===== config.mk =====
export PLATFORM = sky130hd
export DESIGN_NAME = branch_resolve_unit_flat
export DESIGN_NICKNAME = d
export VERILOG_FILES = /design/src/rtl/branch_resolve_unit_if.sv /design/src/rtl/branch_resolve_unit.sv /design/src/flat_wrapper.sv
export SDC_FILE = /design/constraint.sdc
export NUM_CORES = 1
export LEC_CHECK = 0
export CORE_ASPECT_RATIO = 0.8
export CORE_UTILIZATION = 50
export CTS_CLUSTER_SIZE = 30
export DETAILED_ROUTE_END_ITERATION = 10
export PLACE_DENSITY = 0.77
export SETUP_SLACK_MARGIN = 0.3
export SYNTH_ARGS = -nofsm -noshare
export SYNTH_HDL_FRONTEND = slang
export SYNTH_SLANG_ARGS = --single-unit
export TNS_END_PERCENT = 20

===== constraint.sdc =====
create_clock -name clk -period 6.1 [get_ports clk]
set_input_delay 0.61 -clock clk [delete_from_list [all_inputs] [get_ports clk]]
set_output_delay 0.61 -clock clk [all_outputs]
set_load 0.01 [all_outputs]

===== src/rtl/branch_resolve_unit_if.sv =====
// Branch resolve bus: fetch-side pushes, execute-side resolves, and the
// predictor update / flush results returned by the resolve unit.
interface branch_resolve_unit_if #(
  parameter int unsigned PC_W  = 8,
  parameter int unsigned CNT_W = 16
);

  // Fetch-side push of predicted branches
  logic             push_valid_inst1;
  logic [PC_W-1:0]  push_pc_inst1;
  logic             push_pred_inst1;
  logic             push_valid_inst2;
  logic [PC_W-1:0]  push_pc_inst2;
  logic             push_pred_inst2;
  logic             fifo_full;

  // Execute-side resolution
  logic             res_valid_inst1;
  logic             res_taken_inst1;
  logic [PC_W-1:0]  res_target_inst1;
  logic             res_valid_inst2;
  logic             res_taken_inst2;
  logic [PC_W-1:0]  res_target_inst2;

  // Predictor update port
  logic             Branch_inst1;
  logic [PC_W-1:0]  PC_inst1_E;
  logic             actual_outcome_inst1;
  logic             Branch_inst2;
  logic [PC_W-1:0]  PC_inst2_E;
  logic             actual_outcome_inst2;

  // Redirect, statistics and sticky errors
  logic             flush;
  logic [PC_W-1:0]  redirect_pc;
  logic [CNT_W-1:0] branch_count;
  logic [CNT_W-1:0] mispredict_count;
  logic             err_overflow;
  logic             err_underflow;

  // Pipeline side: drives pushes and resolves, observes results
  modport master (
    output push_valid_inst1, push_pc_inst1, push_pred_inst1,
    output push_valid_inst2, push_pc_inst2, push_pred_inst2,
    output res_valid_inst1, res_taken_inst1, res_target_inst1,
    output res_valid_inst2, res_taken_inst2, res_target_inst2,
    input  fifo_full,
    input  Branch_inst1, PC_inst1_E, actual_outcome_inst1,
    input  Branch_inst2, PC_inst2_E, actual_outcome_inst2,
    input  flush, redirect_pc, branch_count, mispredict_count,
    input  err_overflow, err_underflow
  );

  // Resolve unit side
  modport slave (
    input  push_valid_inst1, push_pc_inst1, push_pred_inst1,
    input  push_valid_inst2, push_pc_inst2, push_pred_inst2,
    input  res_valid_inst1, res_taken_inst1, res_target_inst1,
    input  res_valid_inst2, res_taken_inst2, res_target_inst2,
    output fifo_full,
    output Branch_inst1, PC_inst1_E, actual_outcome_inst1,
    output Branch_inst2, PC_inst2_E, actual_outcome_inst2,
    output flush, redirect_pc, branch_count, mispredict_count,
    output err_overflow, err_underflow
  );

endinterface


===== src/rtl/branch_resolve_unit.sv =====
// Branch resolve unit: in-order FIFO of predictions for in-flight branches,
// compared against execute outcomes; drives predictor training and flushes.
module branch_resolve_unit #(
  parameter int unsigned PC_W  = 8,
  parameter int unsigned DEPTH = 4,
  parameter int unsigned CNT_W = 16
) (
  input logic                clk,
  input logic                reset,
  branch_resolve_unit_if.slave bus
);

  localparam int unsigned PtrW = $clog2(DEPTH);
  localparam int unsigned OccW = PtrW + 1;

  typedef logic [PtrW-1:0] ptr_t;
  typedef logic [OccW-1:0] occ_t;

  // FIFO storage and bookkeeping
  logic [PC_W-1:0]  pc_mem_q   [DEPTH];
  logic             pred_mem_q [DEPTH];
  ptr_t             head_q;
  ptr_t             tail_q;
  occ_t             count_q;

  // Statistics and sticky errors
  logic [CNT_W-1:0] branch_cnt_q;
  logic [CNT_W-1:0] mis_cnt_q;
  logic             err_ovf_q;
  logic             err_unf_q;

  // Registered outputs
  logic             br1_q;
  logic [PC_W-1:0]  pc1_q;
  logic             out1_q;
  logic             br2_q;
  logic [PC_W-1:0]  pc2_q;
  logic             out2_q;
  logic             flush_q;
  logic [PC_W-1:0]  redirect_q;

  // Resolve decode
  logic             r1, r2;
  logic             taken1, taken2;
  logic [PC_W-1:0]  target1, target2;
  ptr_t             head1;
  logic             have1, have2;
  logic             e1, e2, mis1, mis2, unf;
  logic [PC_W-1:0]  cpc1, cpc2;
  logic             flush_d;

  // Push decode
  occ_t             free;
  logic             room1, room2;
  logic             acc1, acc2, ovf;
  occ_t             npop, npush;
  ptr_t             tail2;

  // Saturating counter sums
  logic [CNT_W:0]   bsum, msum;

  // Resolve compare, push acceptance and counter next-state
  always_comb begin
    // An inst2-only resolve behaves as an inst1 resolve with inst2's data
    r1      = bus.res_valid_inst1 | bus.res_valid_inst2;
    r2      = bus.res_valid_inst1 & bus.res_valid_inst2;
    taken1  = bus.res_valid_inst1 ? bus.res_taken_inst1  : bus.res_taken_inst2;
    target1 = bus.res_valid_inst1 ? bus.res_target_inst1 : bus.res_target_inst2;
    taken2  = bus.res_taken_inst2;
    target2 = bus.res_target_inst2;

    head1 = head_q + ptr_t'(1);
    have1 = (count_q != occ_t'(0));
    have2 = (count_q >= occ_t'(2));

    e1   = r1 & have1;
    mis1 = e1 & (pred_mem_q[head_q] ^ taken1);
    // inst2 sits on the wrong path once inst1 mispredicts
    e2   = r2 & ~mis1 & have2;
    mis2 = e2 & (pred_mem_q[head1] ^ taken2);
    unf  = (r1 & ~have1) | (r2 & ~mis1 & ~have2);

    cpc1 = taken1 ? target1 : pc_mem_q[head_q] + PC_W'(1);
    cpc2 = taken2 ? target2 : pc_mem_q[head1] + PC_W'(1);
    flush_d = mis1 | mis2;

    // Room is judged on start-of-cycle occupancy; same-cycle pops don't help
    free  = occ_t'(DEPTH) - count_q;
    room1 = (free >= occ_t'(1));
    room2 = bus.push_valid_inst1 ? (free >= occ_t'(2)) : (free >= occ_t'(1));
    acc1  = ~flush_d & bus.push_valid_inst1 & room1;
    acc2  = ~flush_d & bus.push_valid_inst2 & room2;
    ovf   = ~flush_d & ((bus.push_valid_inst1 & ~room1) | (bus.push_valid_inst2 & ~room2));
    tail2 = acc1 ? tail_q + ptr_t'(1) : tail_q;

    npop  = occ_t'(e1) + occ_t'(e2);
    npush = occ_t'(acc1) + occ_t'(acc2);

    bsum = {1'b0, branch_cnt_q} + (CNT_W+1)'(e1) + (CNT_W+1)'(e2);
    msum = {1'b0, mis_cnt_q} + (CNT_W+1)'(mis1) + (CNT_W+1)'(mis2);
  end

  // FIFO, counters, sticky errors and registered outputs
  always_ff @(posedge clk) begin
    if (!reset) begin
      for (int i = 0; i < DEPTH; i++) begin
        pc_mem_q[i]   <= '0;
        pred_mem_q[i] <= 1'b0;
      end
      head_q       <= '0;
      tail_q       <= '0;
      count_q      <= '0;
      branch_cnt_q <= '0;
      mis_cnt_q    <= '0;
      err_ovf_q    <= 1'b0;
      err_unf_q    <= 1'b0;
      br1_q        <= 1'b0;
      pc1_q        <= '0;
      out1_q       <= 1'b0;
      br2_q        <= 1'b0;
      pc2_q        <= '0;
      out2_q       <= 1'b0;
      flush_q      <= 1'b0;
      redirect_q   <= '0;
    end else begin
      if (acc1) begin
        pc_mem_q[tail_q]   <= bus.push_pc_inst1;
        pred_mem_q[tail_q] <= bus.push_pred_inst1;
      end
      if (acc2) begin
        pc_mem_q[tail2]   <= bus.push_pc_inst2;
        pred_mem_q[tail2] <= bus.push_pred_inst2;
      end

      if (flush_d) begin
        head_q  <= '0;
        tail_q  <= '0;
        count_q <= '0;
      end else begin
        head_q  <= head_q + ptr_t'(npop);
        tail_q  <= tail_q + ptr_t'(npush);
        count_q <= count_q - npop + npush;
      end

      branch_cnt_q <= bsum[CNT_W] ? '1 : bsum[CNT_W-1:0];
      mis_cnt_q    <= msum[CNT_W] ? '1 : msum[CNT_W-1:0];
      err_ovf_q    <= err_ovf_q | ovf;
      err_unf_q    <= err_unf_q | unf;

      br1_q      <= e1;
      pc1_q      <= e1 ? pc_mem_q[head_q] : '0;
      out1_q     <= e1 & taken1;
      br2_q      <= e2;
      pc2_q      <= e2 ? pc_mem_q[head1] : '0;
      out2_q     <= e2 & taken2;
      flush_q    <= flush_d;
      redirect_q <= mis1 ? cpc1 : (mis2 ? cpc2 : '0);
    end
  end

  assign bus.fifo_full            = (count_q > occ_t'(DEPTH - 2));
  assign bus.Branch_inst1         = br1_q;
  assign bus.PC_inst1_E           = pc1_q;
  assign bus.actual_outcome_inst1 = out1_q;
  assign bus.Branch_inst2         = br2_q;
  assign bus.PC_inst2_E           = pc2_q;
  assign bus.actual_outcome_inst2 = out2_q;
  assign bus.flush                = flush_q;
  assign bus.redirect_pc          = redirect_q;
  assign bus.branch_count         = branch_cnt_q;
  assign bus.mispredict_count     = mis_cnt_q;
  assign bus.err_overflow         = err_ovf_q;
  assign bus.err_underflow        = err_unf_q;

endmodule

===== src/flat_wrapper.sv =====
// flat-port wrapper written by rule: the top's interface ports become plain ports
module branch_resolve_unit_flat 
#(
  parameter int unsigned PC_W  = 8,
  parameter int unsigned DEPTH = 4,
  parameter int unsigned CNT_W = 16
)
  (clk, reset, bus_push_valid_inst1, bus_push_pc_inst1, bus_push_pred_inst1, bus_push_valid_inst2, bus_push_pc_inst2, bus_push_pred_inst2, bus_res_valid_inst1, bus_res_taken_inst1, bus_res_target_inst1, bus_res_valid_inst2, bus_res_taken_inst2, bus_res_target_inst2, bus_fifo_full, bus_Branch_inst1, bus_PC_inst1_E, bus_actual_outcome_inst1, bus_Branch_inst2, bus_PC_inst2_E, bus_actual_outcome_inst2, bus_flush, bus_redirect_pc, bus_branch_count, bus_mispredict_count, bus_err_overflow, bus_err_underflow);
  branch_resolve_unit_if #(.PC_W(PC_W), .CNT_W(CNT_W)) bus_i ();
  input logic clk;
  input logic reset;
  input wire logic [$bits(bus_i.push_valid_inst1)-1:0] bus_push_valid_inst1;
  input wire logic [$bits(bus_i.push_pc_inst1)-1:0] bus_push_pc_inst1;
  input wire logic [$bits(bus_i.push_pred_inst1)-1:0] bus_push_pred_inst1;
  input wire logic [$bits(bus_i.push_valid_inst2)-1:0] bus_push_valid_inst2;
  input wire logic [$bits(bus_i.push_pc_inst2)-1:0] bus_push_pc_inst2;
  input wire logic [$bits(bus_i.push_pred_inst2)-1:0] bus_push_pred_inst2;
  input wire logic [$bits(bus_i.res_valid_inst1)-1:0] bus_res_valid_inst1;
  input wire logic [$bits(bus_i.res_taken_inst1)-1:0] bus_res_taken_inst1;
  input wire logic [$bits(bus_i.res_target_inst1)-1:0] bus_res_target_inst1;
  input wire logic [$bits(bus_i.res_valid_inst2)-1:0] bus_res_valid_inst2;
  input wire logic [$bits(bus_i.res_taken_inst2)-1:0] bus_res_taken_inst2;
  input wire logic [$bits(bus_i.res_target_inst2)-1:0] bus_res_target_inst2;
  output wire logic [$bits(bus_i.fifo_full)-1:0] bus_fifo_full;
  output wire logic [$bits(bus_i.Branch_inst1)-1:0] bus_Branch_inst1;
  output wire logic [$bits(bus_i.PC_inst1_E)-1:0] bus_PC_inst1_E;
  output wire logic [$bits(bus_i.actual_outcome_inst1)-1:0] bus_actual_outcome_inst1;
  output wire logic [$bits(bus_i.Branch_inst2)-1:0] bus_Branch_inst2;
  output wire logic [$bits(bus_i.PC_inst2_E)-1:0] bus_PC_inst2_E;
  output wire logic [$bits(bus_i.actual_outcome_inst2)-1:0] bus_actual_outcome_inst2;
  output wire logic [$bits(bus_i.flush)-1:0] bus_flush;
  output wire logic [$bits(bus_i.redirect_pc)-1:0] bus_redirect_pc;
  output wire logic [$bits(bus_i.branch_count)-1:0] bus_branch_count;
  output wire logic [$bits(bus_i.mispredict_count)-1:0] bus_mispredict_count;
  output wire logic [$bits(bus_i.err_overflow)-1:0] bus_err_overflow;
  output wire logic [$bits(bus_i.err_underflow)-1:0] bus_err_underflow;
  assign bus_i.push_valid_inst1 = bus_push_valid_inst1;
  assign bus_i.push_pc_inst1 = bus_push_pc_inst1;
  assign bus_i.push_pred_inst1 = bus_push_pred_inst1;
  assign bus_i.push_valid_inst2 = bus_push_valid_inst2;
  assign bus_i.push_pc_inst2 = bus_push_pc_inst2;
  assign bus_i.push_pred_inst2 = bus_push_pred_inst2;
  assign bus_i.res_valid_inst1 = bus_res_valid_inst1;
  assign bus_i.res_taken_inst1 = bus_res_taken_inst1;
  assign bus_i.res_target_inst1 = bus_res_target_inst1;
  assign bus_i.res_valid_inst2 = bus_res_valid_inst2;
  assign bus_i.res_taken_inst2 = bus_res_taken_inst2;
  assign bus_i.res_target_inst2 = bus_res_target_inst2;
  assign bus_fifo_full = bus_i.fifo_full;
  assign bus_Branch_inst1 = bus_i.Branch_inst1;
  assign bus_PC_inst1_E = bus_i.PC_inst1_E;
  assign bus_actual_outcome_inst1 = bus_i.actual_outcome_inst1;
  assign bus_Branch_inst2 = bus_i.Branch_inst2;
  assign bus_PC_inst2_E = bus_i.PC_inst2_E;
  assign bus_actual_outcome_inst2 = bus_i.actual_outcome_inst2;
  assign bus_flush = bus_i.flush;
  assign bus_redirect_pc = bus_i.redirect_pc;
  assign bus_branch_count = bus_i.branch_count;
  assign bus_mispredict_count = bus_i.mispredict_count;
  assign bus_err_overflow = bus_i.err_overflow;
  assign bus_err_underflow = bus_i.err_underflow;
  branch_resolve_unit #(.PC_W(PC_W), .DEPTH(DEPTH), .CNT_W(CNT_W)) u_core (.clk(clk), .reset(reset), .bus(bus_i));
endmodule

==> flow_metrics.tcl, run 1 <==
set metrics [dict create \
    power_frac_clock_pct 23.6 \
    clock_skew_ps 7.60 \
    synth-seq-area-share_pct 44.6 \
    crit_type "in -> reg" \
    fin_crit_ps 4650 \
    grt_pass1_wl_mm 22.0 \
    path_cells "clkdlybuf4s50_1 > mux2i_1 > xnor2_2 > nand2_1 > and2_1 > inv_1 > fa_1 > inv_1 > ha_1 > and3_1 > and3_1 > and2_0 > nand3_1 > a21oi_1" \
    antenna_cells 0 \
    ir_drop_v 0.000185 \
    cts_buffers 9 \
    grt_setup_unrepaired "no" \
    period_share_pct 76.3 \
    leakage_nw 2.65 \
    wl_per_cell_um 17.8 \
    cts_tree "done" \
    clk_pin_slew_ps 70 \
    setup_tns_ps 0 \
    syn-mean-instance-area_sq_um 10.4 \
    clkLatencyLatePin_ps 350 \
    grt_max_degree 36 \
    cts_htree_levels 3 \
    synth-seq-cells 106 \
    synth_cell_types 56 \
    p_sw_uw 953 \
    tightestPinTransition_ps 723 \
    critical-path-top-delay-family "simple AND/OR/NAND/NOR gates" \
    synth_most_common_cell "dfxtp_1" \
    seq_power_share_pct 35.2 \
    final_nets 690 \
    die_y_um 95.8 \
    critPathLaunchType "primary input" \
    layout-drive-gt1-share_pct 9.29 \
    max_slew_margin_pct 51.6 \
    synthTopCellsByArea "dfxtp_1 27%, edfxtp_1 18%, mux4_2 5.7%, a22o_1 5.3%, a21oi_1 3.6%" \
    rows 33 \
    max_clock_freq_mhz 215 \
    final-max-slew-violation-count 0 \
    syn-num-nets 587 \
    hold_viol 0 \
    p_sw_share_pct 34.8 \
    hold_ws_ps 475 \
    clk_path_buf_depth 2 \
    power.density_nw_per_um2 389 \
    async_flop_share_pct 0 \
    multiInputGateArea_sq_um 2860 \
    dieWidth_um 119 \
    cts_resized 0 \
    nFillCells 821 \
    worst_ep_required_time_ps 6360 \
    synthesis.instances 527 \
    p_int_mw 1.78 \
    seq_area_sq_um 2450 \
    antenna_found_initial 0 \
    yosys.area.top_type "dfxtp_1" \
    outcome "finished clean" \
    synth_commonest_cells "73 x dfxtp_1, 39 x a21oi_1, 38 x nor2_1" \
    critPathArrivalTime_ps 4920 \
    critPathBufInv 3 \
    track_usage_pct 25.1 \
    postCtsSetupBuffers 0 \
    yosysTopAreaCellShare_pct 26.6 \
    io_buffer_count 105 \
    setup_viol 0 \
    cts_root_buffer "clkbuf_16" \
    combPwrFrac_pct 41.2 \
    dp_hpwl_mm 10.1 \
    drc 0 \
    yosysWarnings 0 \
    gp_congestion 0.880 \
    start_util_pct 52.4 \
    drt_iter0_drc 548 \
    hold_buffers 0 \
    slowest_delay_ps 880 \
    firstDrtPassIters 5 \
    syn_to_final_growth_pct 27.9 \
    dr_total_vias 4566 \
    cap_violations 0 \
    syn_area_sq_um 5500 \
    clkSinkCount 106 \
    overflow 0 \
    hold_class "reg -> reg" \
    pin_count 106 \
    core_sq_um 10500 \
    grt_pass1_vias 4310 \
    cpMaxStageDelayCell "clkdlybuf4s50_1" \
    vias_per_cell 5.89 \
    synth_edf_count 33 \
    crit_fanout 14 \
    synthFlopType "dfxtp_1" \
    endpoint_kind "flip-flop" \
    postRouteAntennaNets 0 \
    drt_wl_total_mm 13.8 \
    die_area_sq_um 11400 \
]
layer usage:
layer	track usage [%]	share of wire, %	up-vias
li1	-	-	2139
met1	34.0	45	2203
met2	40.6	45	201
met3	5.92	8.3	23
met4	6.01	0.98	0
met5	0	0	-
state kept, by name, indices dropped and copies added (netlist names):
signal,flops
u_core.bus.Branch_inst1,1
u_core.bus.Branch_inst2,1
u_core.bus.PC_inst1_E,8
u_core.bus.PC_inst2_E,8
u_core.bus.actual_outcome_inst1,1
u_core.bus.actual_outcome_inst2,1
u_core.bus.branch_count,16
u_core.bus.err_overflow,1
u_core.bus.err_underflow,1
u_core.bus.flush,1
u_core.bus.mispredict_count,16
u_core.bus.redirect_pc,8
u_core.count_q,3
u_core.head_q,2
u_core.pc_mem_q,32
u_core.pred_mem_q,4
u_core.tail_q,2
layout by cell type, fill, tap and decap left out, types with 8 or more instances in the layout:
cell type,instances
clkdlybuf4s50_1,105
dfxtp_1,73
a21oi_1,39
nor2_1,38
nand2_1,33
a22o_1,33
edfxtp_1,33
and3_1,22
xnor2_1,22
nand3_1,20
inv_1,18
xor2_1,18
o21ai_0,17
mux4_2,14
ha_1,14
nor3_1,13
mux2i_1,12
clkbuf_16,11
buf_4,10
nor2b_1,8
final cells by class:
class / count / share of cell area (%)
Clock buffer: 11 / 3.91
Clock inverter: 5 / 1.01
Inverter: 21 / 1.12
Multi-Input combinational cell: 377 / 40.6
Sequential cell: 106 / 34.9
Tap cell: 140 / 2.49
Timing Repair Buffer: 115 / 16.0
cells by family (layout without fill, tap and decap cells):
logic type	after synthesis	count (layout)	synth area share, %
and+or+nand+nor	172	172	16.9
AOI/OAI and AO/OA	111	111	13.6
DFF	106	106	44.6
buffers and inverters	44	152	3.46
xor gates and xnor gates	42	42	6.96
muxes	34	34	9.83
adders and majority gates	18	18	4.64
metrics by stage:
step / utilization [%] / instance area (sq um) / setup WS, ps / instances / total power, mW
finish: 67.1 / 7030 / 1450 / 775 / 2.74
global route: 67.1 / 7030 / 1170 / 775 / 2.90
CTS: 67.1 / 7030 / 1520 / 775 / 2.74
detailed placement: 63.8 / 6690 / 1170 / 759 / 2.09
global placement: 63.8 / 6690 / 1430 / 759 / 2.04
floorplan: - / 5500 / 2420 / 527 / 1.72
worst paths after layout:
| path | startpoint | endpoint | slack, ps | cells after the start |
|---|---|---|---|---|
| hold reg to reg | u_core.bus.err_overflow$_SDFF_PN0_ | u_core.bus.err_overflow$_SDFF_PN0_ | 480 | 1 |
| setup reg to reg | u_core.head_q[0]$_SDFF_PP0_ | u_core.bus.branch_count[2]$_SDFF_PN0_ | 1580 | 14 |
| setup / recovery | bus_res_valid_inst1 | u_core.bus.branch_count[2]$_SDFF_PN0_ | 1450 | 14 |
| hold / removal | u_core.bus.err_overflow$_SDFF_PN0_ | u_core.bus.err_overflow$_SDFF_PN0_ | 480 | 1 |
power groups by stage:
| stage | logic, mW | registers (mW) | clock network, mW |
|---|---|---|---|
| global route | 1.23 | 0.978 | 0.691 |
| floorplan | 0.753 | 0.971 | 0 |
| finish | 1.13 | 0.963 | 0.646 |
| CTS | 1.12 | 0.962 | 0.655 |
| global placement | 1.08 | 0.968 | 0 |
| detailed placement | 1.11 | 0.977 | 0 |
Power figures use the tool's default switching activity.
==> inputs of run 2 (changes only) <==
--- a/config.mk
+++ b/config.mk
@@ -6,10 +6,10 @@
 export NUM_CORES = 1
 export LEC_CHECK = 0
 export CORE_ASPECT_RATIO = 0.8
-export CORE_UTILIZATION = 50
+export CORE_UTILIZATION = 47
 export CTS_CLUSTER_SIZE = 30
 export DETAILED_ROUTE_END_ITERATION = 10
-export PLACE_DENSITY = 0.77
+export PLACE_DENSITY = 0.76
 export SETUP_SLACK_MARGIN = 0.3
 export SYNTH_ARGS = -nofsm -noshare
 export SYNTH_HDL_FRONTEND = slang
==> constraint.sdc (replaced) <==
create_clock -name clk -period 3.8 [get_ports clk]
set_input_delay 0.38 -clock clk [delete_from_list [all_inputs] [get_ports clk]]
set_output_delay 0.38 -clock clk [all_outputs]
set_load 0.01 [all_outputs]
==> flow_metrics.tcl, run 2 (synthesis gave the netlist of run 1 again) <==
set metrics [dict create \
    outcome "finished clean" \
    grt_max_degree 34 \
    hold_depth 1 \
    cpMaxStageDelayCell "mux4_2" \
    setup_tns_ps 0 \
    antenna_found_initial 0 \
    path_cells "mux4_2 > xnor2_4 > nand2_4 > and2_1 > buf_4 > ha_1 > ha_1 > inv_1 > ha_1 > inv_1 > fa_2 > xnor2_2 > xnor2_1 > nor2_1" \
    grt_setup_unrepaired "no" \
    clock_skew_ps 8.48 \
    clkSinkCount 106 \
    grt_pass1_vias 4401 \
    cts_buffers 9 \
    postRouteAntennaNets 0 \
    die_y_um 98.7 \
    pin_count 106 \
    placed_cell_area_sq_um 6750 \
    hold_buffers 0 \
    finalPower_mw 4.35 \
    endpoint_kind "flip-flop" \
    ff2ff_setup_slack_ps 480 \
    vias_per_cell 5.83 \
    period_share_pct 87.3 \
    gp_congestion 0.887 \
    rows 34 \
    crit_type "reg -> reg" \
    clk_path_buf_depth 2 \
    mostFrequentLayoutCells "105 x clkdlybuf4s50_1, 71 x dfxtp_1, 39 x a21oi_1, 37 x nor2_1" \
    critPathLaunchType "flip-flop" \
    drt_wl_total_mm 13.8 \
    critical-path-top-delay-family "adder cells" \
    tightestPinTransition_ps 851 \
    firstDrtPassIters 5 \
    cts_htree_levels 3 \
    clk_pin_slew_ps 70 \
    regMostFlops "u_core.pc_mem_q" \
    cts_root_buffer "clkbuf_16" \
    cap_violations 0 \
    worst_ep_required_time_ps 4020 \
    wl_per_cell_um 17.5 \
    cp.depth 14 \
    setup_viol 0 \
    overflow 0 \
    worstReg2RegEnd "u_core.count_q[2]$_SDFF_PP0_" \
    dr_total_vias 4596 \
    ir_drop_v 0.000283 \
    min_to "u_core.bus.err_overflow$_SDFF_PN0_" \
    drt_iter0_drc 484 \
    leakage_nw 2.68 \
    hold_viol 0 \
    hold_start "u_core.bus.err_overflow$_SDFF_PN0_" \
    final_area_sq_um 7140 \
    dp_slack_ps -238 \
    antenna_cells 0 \
    critPathArrivalTime_ps 3540 \
    largest_register_ffs 32 \
    max_clock_freq_mhz 301 \
    clkLatencyLatePin_ps 340 \
    final_nets 700 \
    syn_to_final_growth_pct 29.8 \
    max_slew_margin_pct 43.0 \
    layout-drive-gt1-share_pct 13.2 \
    crit_fanout 9 \
    setup_ws_ps 481 \
    io_buffer_count 105 \
    critPathBufInv 3 \
    rr_startpoint "u_core.pred_mem_q[3]$_DFFE_PP_" \
    core_sq_um 11100 \
    dp_hpwl_mm 10.3 \
    final-max-slew-violation-count 0 \
    mostFrequentLayoutCell "clkdlybuf4s50_1" \
    slowest_delay_ps 570 \
    grt_pass1_wl_mm 22.0 \
    hold_class "reg -> reg" \
    r2r_cells 14 \
    power.density_nw_per_um2 609 \
    dieWidth_um 123 \
    hold_ws_ps 472 \
    fin_crit_ps 3320 \
    start_util_pct 49.3 \
    cts_tree "done" \
    drc 0 \
    track_usage_pct 23.4 \
    die_area_sq_um 12100 \
    cpMostUsedCell "ha_1" \
]
==> run 2: changes by cell type in the layout (fill, tap and decap cells not counted), moves of 2 or more <==
cell,previous run,this run
nand2_1,33,31
inv_6,0,2
fa_1,4,2
dfxtp_2,0,2
clkinv_4,2,0
buf_4,10,20
dfxtp_1,73,71
fa_2,0,2
clkinvlp_4,0,2
nand2_4,0,2
nand3_1,20,18
clkbuf_16,11,9
==> run 2: final cells by class <==
cell class	count	area, sq um
Clock buffer	10	239
Clock inverter	6	55.1
Multi-Input combinational cell	377	2930
Inverter	21	78.8
Sequential cell	106	2450
Timing Repair Buffer	125	1200
Fill cell	844	4010
Tap cell	144	180
==> run 2: stage by stage <==
| stage | cells | utilization [%] |
|---|---|---|
| global placement | 771 | 60.6 |
| finish | 789 | 64.0 |
| CTS | 787 | 63.4 |
| floorplan | 527 | - |
| global route | 789 | 64.0 |
| detailed placement | 771 | 60.6 |
==> run 2: what timing repair did <==
item | in CTS | in global routing
endpoints found under the setup margin | 28 | 31
setup buffers | 0 | 2
pin swaps | 0 | 1
gates resized for setup | 5 | 16
==> run 2: layer usage <==
metal  routed length, um  GRT usage [%]
met1                6110           31.9
met2                6340           36.9
met3                1200           6.48
met4                 163           5.44
met5                   0              0
==> run 2: worst max-delay path by stage <==
stage                              startpoint                                         to  slack, ps
4_1_cts           u_core.head_q[0]$_SDFF_PP0_     u_core.bus.branch_count[14]$_SDFF_PN0_        300
3_3_place_gp              bus_res_valid_inst1      u_core.bus.branch_count[0]$_SDFF_PN0_        -60
6_report       u_core.pred_mem_q[3]$_DFFE_PP_               u_core.count_q[2]$_SDFF_PP0_        480
5_1_grt        u_core.pred_mem_q[3]$_DFFE_PP_  u_core.bus.mispredict_count[0]$_SDFF_PN0_        290
2_1_floorplan     u_core.head_q[0]$_SDFF_PP0_      u_core.bus.branch_count[2]$_SDFF_PN0_        320
3_5_place_dp              bus_res_valid_inst1      u_core.bus.branch_count[4]$_SDFF_PN0_       -240
==> run 2: where the power goes <==
group,switching [mW],total [mW],internal [mW]
clock,0.405,0.903,0.498
sequential,0.135,1.56,1.42
combinational,1.02,1.89,0.869
